**src/rtl/fifo_pkg.sv**
```systemverilog
// rtl/fifo_pkg.sv - shared defaults, FSM state type and width-ratio helper for the FIFO read unpacker
package fifo_pkg;

  localparam int DATA_W_DEF = 128;
  localparam int OUT_W_DEF  = 32;

  typedef enum logic {
    S_IDLE = 1'b0,
    S_SEND = 1'b1
  } state_t;

  // Number of output beats carried by one FIFO word.
  function automatic int ratio_of(input int data_w, input int out_w);
    return data_w / out_w;
  endfunction

endpackage

```
**src/rtl/fifo_word_buf.sv**
```systemverilog
// rtl/fifo_word_buf.sv - two-entry word holding buffer with write/read pointers and occupancy
module fifo_word_buf
  import fifo_pkg::*;
#(
  parameter int DATA_W = DATA_W_DEF
) (
  input  logic              clk,
  input  logic              reset,
  input  logic              wr_en,
  input  logic [DATA_W-1:0] wr_word,
  input  logic              pop,
  output logic [DATA_W-1:0] rd_word,
  output logic [1:0]        occ
);

  logic [DATA_W-1:0] mem [2];
  logic              wr_ptr;
  logic              rd_ptr;

  // Write at wr_ptr, retire at rd_ptr; a write and a pop together leave occupancy unchanged.
  always_ff @(posedge clk or negedge reset) begin
    if (!reset) begin
      mem[0] <= '0;
      mem[1] <= '0;
      wr_ptr <= 1'b0;
      rd_ptr <= 1'b0;
      occ    <= 2'd0;
    end else begin
      if (wr_en) begin
        mem[wr_ptr] <= wr_word;
        wr_ptr      <= ~wr_ptr;
      end
      if (pop) begin
        rd_ptr <= ~rd_ptr;
      end
      case ({wr_en, pop})
        2'b10:   occ <= occ + 2'd1;
        2'b01:   occ <= occ - 2'd1;
        default: occ <= occ;
      endcase
    end
  end

  assign rd_word = mem[rd_ptr];

endmodule

```
**src/rtl/fifo_rd_unpacker.sv**
```systemverilog
// rtl/fifo_rd_unpacker.sv - drains a wide synchronous FIFO and emits its words as narrow LSB-first beats
module fifo_rd_unpacker
  import fifo_pkg::*;
#(
  parameter int DATA_W = DATA_W_DEF,
  parameter int OUT_W  = OUT_W_DEF,
  parameter int RD_LAT = 1
) (
  input  logic              clk,
  input  logic              reset,
  input  logic              i_empty,
  input  logic [DATA_W-1:0] i_rddata,
  output logic              o_rden,
  output logic              o_valid,
  input  logic              i_ready,
  output logic [OUT_W-1:0]  o_data,
  output logic              o_last,
  output logic              o_busy
);

  localparam int RATIO  = ratio_of(DATA_W, OUT_W);
  localparam int BEAT_W = (RATIO > 1) ? $clog2(RATIO) : 1;
  localparam int IW     = $clog2(RD_LAT + 1);
  localparam logic [BEAT_W-1:0] LAST_BEAT = BEAT_W'(RATIO - 1);

  logic [RD_LAT-1:0] pipe;
  logic [IW-1:0]     inflight;
  logic              cap;
  logic [2:0]        pending;
  logic [BEAT_W-1:0] beat;
  logic              hs;
  logic              pop;
  logic [DATA_W-1:0] rd_word;
  logic [1:0]        occ;
  state_t            state;
  state_t            state_nx;

  // Count read pulses issued but whose data has not yet been captured.
  always_comb begin
    inflight = '0;
    for (int i = 0; i < RD_LAT; i++) begin
      inflight = inflight + IW'(pipe[i]);
    end
  end

  assign cap     = pipe[RD_LAT-1];
  assign pending = 3'(occ) + 3'(inflight);
  // Only read when a buffer slot is guaranteed for the returning word; held off during reset.
  assign o_rden  = reset && !i_empty && (pending < 3'd2);
  assign hs      = o_valid && i_ready;
  assign pop     = hs && o_last;
  assign o_busy  = (occ != 2'd0) || (inflight != '0);

  // Delay line matching the FIFO read latency; its tail marks i_rddata as valid.
  always_ff @(posedge clk or negedge reset) begin
    if (!reset) begin
      pipe <= '0;
    end else begin
      pipe[0] <= o_rden;
      for (int i = 1; i < RD_LAT; i++) begin
        pipe[i] <= pipe[i-1];
      end
    end
  end

  fifo_word_buf #(.DATA_W(DATA_W)) u_buf (
    .clk     (clk),
    .reset   (reset),
    .wr_en   (cap),
    .wr_word (i_rddata),
    .pop     (pop),
    .rd_word (rd_word),
    .occ     (occ)
  );

  // Beat index within the current word; wraps after the last beat is accepted.
  always_ff @(posedge clk or negedge reset) begin
    if (!reset) begin
      beat <= '0;
    end else if (hs) begin
      beat <= o_last ? '0 : beat + 1'b1;
    end
  end

  // FSM state register.
  always_ff @(posedge clk or negedge reset) begin
    if (!reset) begin
      state <= S_IDLE;
    end else begin
      state <= state_nx;
    end
  end

  // Next state and beat presentation; data is zero whenever nothing is offered.
  always_comb begin
    state_nx = state;
    o_valid  = 1'b0;
    o_data   = '0;
    o_last   = 1'b0;
    case (state)
      S_IDLE: begin
        if (cap) begin
          state_nx = S_SEND;
        end
      end
      S_SEND: begin
        o_valid = 1'b1;
        o_data  = rd_word[int'(beat)*OUT_W +: OUT_W];
        o_last  = (beat == LAST_BEAT);
        if (pop && (occ == 2'd1) && !cap) begin
          state_nx = S_IDLE;
        end
      end
    endcase
  end

  a_pending_bound: assert property (@(posedge clk) disable iff (!reset) pending <= 3'd2);

endmodule

```
**config.mk**
```make
export PLATFORM = sky130hd
export DESIGN_NAME = fifo_rd_unpacker
export DESIGN_NICKNAME = d
export VERILOG_FILES = /design/src/rtl/fifo_pkg.sv /design/src/rtl/fifo_word_buf.sv /design/src/rtl/fifo_rd_unpacker.sv
export SDC_FILE = /design/constraint.sdc
export NUM_CORES = 1
export LEC_CHECK = 0
export CAP_MARGIN = 20
export CORE_MARGIN = 8
export CORE_UTILIZATION = 40
export CTS_CLUSTER_DIAMETER = 150
export DETAILED_ROUTE_END_ITERATION = 10
export GPL_TIMING_DRIVEN = 0
export MAX_ROUTING_LAYER = met4
export SLEW_MARGIN = 0
export SYNTH_ARGS = -nofsm -noshare
export SYNTH_HDL_FRONTEND = slang
export SYNTH_SLANG_ARGS = --single-unit
```
**constraint.sdc**
```tcl
create_clock -name clk -period 4.8 [get_ports clk]
set_clock_uncertainty 0.1 [all_clocks]
set_input_delay 0.72 -clock clk [delete_from_list [all_inputs] [get_ports clk]]
set_output_delay 0.72 -clock clk [all_outputs]
set_load 0.03 [all_outputs]
```
==> flow_metrics.env <==
export IMPL_std_cell_rows=63
export IMPL_cts_sinks=264
export IMPL_drc=0
export IMPL_antenna_left=0
export IMPL_netlist_area_mm2=0.01200
export IMPL_worst_slew_pin_slew_ns=0.7838
export IMPL_die_area_mm2=0.03579
export IMPL_grt_max_degree=113
export IMPL_total_power_w=0.01121
export IMPL_postCtsSetupBuffers=0
export IMPL_avgSynthCellArea_um2=15.62
export IMPL_antenna_found_initial=2
export IMPL_critPathLaunchType="flip-flop"
export IMPL_core_area_mm2=0.02956
export IMPL_synth_warnings=0
export IMPL_multi_input_area_mm2=0.004985
export IMPL_crit_path_max_fanout=10
export IMPL_syn_num_nets=904
export IMPL_crit_path_end_kind="output port"
export IMPL_holdCritPathClass="in2async"
export IMPL_cp_slowest_stage_delay_ns=0.64
export IMPL_crit_chain="buf_4 > nor2b_1 > clkbuf_1 > clkbuf_1 > a22oi_1 > o211a_1 > clkdlybuf4s50_1"
export IMPL_cts_tree="done"
export IMPL_io_buffers=167
export IMPL_rsz0062_at_grt="false"
export IMPL_synth_edf_count=0
export IMPL_drv_cap=0
export IMPL_htreeDepth=1
export IMPL_synth_seq_cells=264
export IMPL_crit_required_ns=3.98
export IMPL_nFillCells=2548
export IMPL_finalCritPeriodShare_pct=83.96
export IMPL_hpwl_mm=21.48
export IMPL_final_cell_area_mm2=0.01518
export IMPL_hold_viol=0
export IMPL_first_iter_violations=277
export IMPL_drive_gt1_share_pct=38.48
export IMPL_setup_viol_count_final=0
export IMPL_wl_mm=30.65
export IMPL_cts_max_path_buffers=3
export IMPL_seq_area_frac_synth_pct=55.06
export IMPL_clock_latency_ns=0.54
export IMPL_powerDensity_mw_per_mm2=738.0
export IMPL_cts_resized=0
export IMPL_max_freq_mhz=248.1
export IMPL_post_drt_wl_per_cell_um=22.18
export IMPL_gp_congestion=0.7450
export IMPL_grt_usage_pct=17.70
export IMPL_synth_cell_type_count=25
export IMPL_async_flop_share_pct=100.0
export IMPL_p_leak_nw=6.509
export IMPL_netlist_instances=768
export IMPL_crit_arrival_ns=3.21
export IMPL_num_nets_final=1104
export IMPL_vias=7259
export IMPL_crit_path_frequent_cell="clkbuf_1"
export IMPL_holdBufCountCts=0
export IMPL_vdd_drop_max_uv=499.7
export IMPL_io_pins=168
export IMPL_period_needed_ns=4.030
export IMPL_synth_main_ff_cell="dfrtp_1"
export IMPL_root_buffer="clkbuf_16"
export IMPL_grt_pass1_wl_mm=48.02
export IMPL_overflow=0
export IMPL_cts_buffers=29
export IMPL_placed_area_mm2=0.01422
export IMPL_fp_dieH_um=189.2
export IMPL_path_clk_slew_ns=0.06
export IMPL_crit_type="reg2out"
export IMPL_die_w_um=189.2
export IMPL_dr_pass1_iters=4
export IMPL_initial_core_util_pct=40.59
export IMPL_maxSlewHeadroom_pct=47.75
export IMPL_vias_per_cell=5.253
export IMPL_syn2layout_area_growth_pct=26.56
export IMPL_grt_pass1_vias=8032
export IMPL_slew_violations=0
export IMPL_sequential_cell_area_mm2=0.006606
export IMPL_slowest_stage="clkbuf_1"
export IMPL_status="finished, final reports clean"
## layer usage
layer	part of all wire, %	GRT usage, %	vias up
met2	47	27.74	152
li1	-	-	3279
met4	2.0	3.698	0
met3	4.2	3.127	44
met5	0	-	-
met1	47	23.97	3784
## final timing paths
| path | start | endpoint | slack [ns] | cells past startpoint |
|---|---|---|---|---|
| min in group clk | u_buf.wr_ptr | u_buf.wr_ptr | 0.39 | 1 |
| worst min-delay path | reset | u_buf.mem[82] | 0.04 | 1 |
| worst min register to register | u_buf.wr_ptr | u_buf.wr_ptr | 0.39 | 1 |
| worst max register to register | cap | u_buf.mem[100] | 2.81 | 4 |
| worst max-delay path | beat[0] | o_data[12] | 0.77 | 7 |
| max in group asynchronous | reset | u_buf.mem[235] | 3.59 | 2 |
## cell usage in the layout, fill, tap and decap left out
cell type / n
buf_8: 1
clkinv_4: 1
mux2i_1: 64
buf_2: 22
buf_16: 2
and3_1: 1
clkbuf_1: 22
buf_1: 1
buf_4: 8
bufinv_16: 2
mux4_2: 32
o21ai_0: 1
and2_1: 2
clkbuf_8: 8
mux2_2: 257
ha_1: 4
nor2b_1: 1
nand2_1: 6
clkinv_2: 3
clkdlybuf4s50_1: 166
nor3_1: 1
inv_1: 4
a21o_1: 1
xnor2_1: 2
dfrtp_1: 264
diode_2: 2
nor2_1: 1
inv_6: 1
clkbuf_16: 29
o211a_1: 32
a22oi_1: 32
xor2_1: 2
a2111oi_0: 1
nand4_1: 1
buf_6: 15
## cells in the mapped netlist (2+ instances only)
cell type	count	area [µm²]
nand2_1	6	22.52
ha_1	4	50.05
mux2_2	257	2894
buf_6	15	168.9
xor2_1	2	17.52
xnor2_1	2	17.52
mux2i_1	64	640.6
dfrtp_1	264	6606
a22oi_1	32	240.2
buf_4	8	60.06
inv_1	4	15.01
buf_2	22	110.1
and2_1	2	12.51
o211a_1	32	320.3
mux4_2	32	720.7
clkbuf_1	13	48.80
## cell type report
class / instances / area share [%]
diodes: 2 / 0.03296
clock inverters: 7 / 0.6098
well taps: 390 / 3.214
clock buffers: 46 / 5.727
multi-input cells: 441 / 32.83
repair buffers: 169 / 11.40
plain buffers: 59 / 2.579
flip-flops and latches: 264 / 43.51
inverters: 4 / 0.09888
## logic make-up (layout without fill, tap and decap cells)
| group | after synthesis | count (layout) | share of synthesized area [%] |
|---|---|---|---|
| muxes | 353 | 353 | 35.47 |
| DFF | 264 | 264 | 55.06 |
| AOI/OAI and AO/OA | 67 | 67 | 4.849 |
| buffers and inverters | 63 | 285 | 3.389 |
| and+or+nand+nor | 13 | 13 | 0.5214 |
| adders and majority gates | 4 | 4 | 0.4172 |
| xor gates and xnor gates | 4 | 4 | 0.2921 |
| other | 0 | 2 | 0 |
## flip-flops by register name, indices dropped and copies added (netlist names)
name,count
u_buf.wr_ptr,1
state,1
u_buf.rd_ptr,1
u_buf.mem,256
u_buf.occ,2
beat,2
cap,1
## critical path, delay by kind of cell, from the launching register on
kind	cells	cell delay, ns
AOI/OAI and AO/OA	2	0.42
and+or+nand+nor	1	0.14
DFF	1	0.36
buffers and inverters	4	1.74
## stage by stage
stage,utilization [%],cells,hold WS [ns],setup slack (ns),TNS (ns)
after floorplan,-,768,0.3244,1.606,0
after CTS,51.35,1380,0.08147,0.7478,0
after global routing,51.37,1382,0.09081,0.5951,0
after global placement,47.89,1325,0.3781,-8.988,-2380.80
final,51.37,1382,0.04480,0.7699,0
after detailed placement,48.10,1327,0.3819,0.8951,0
## report_power, final
group / leakage, nW / total (W) / switching, W / internal (W)
clock network: 0.474 / 0.00223 / 0.000885 / 0.00134
logic: 2.92 / 0.00507 / 0.00236 / 0.00271
registers: 3.11 / 0.00391 / 0.000545 / 0.00336
Note: power is estimated with default switching activity, not from simulation.
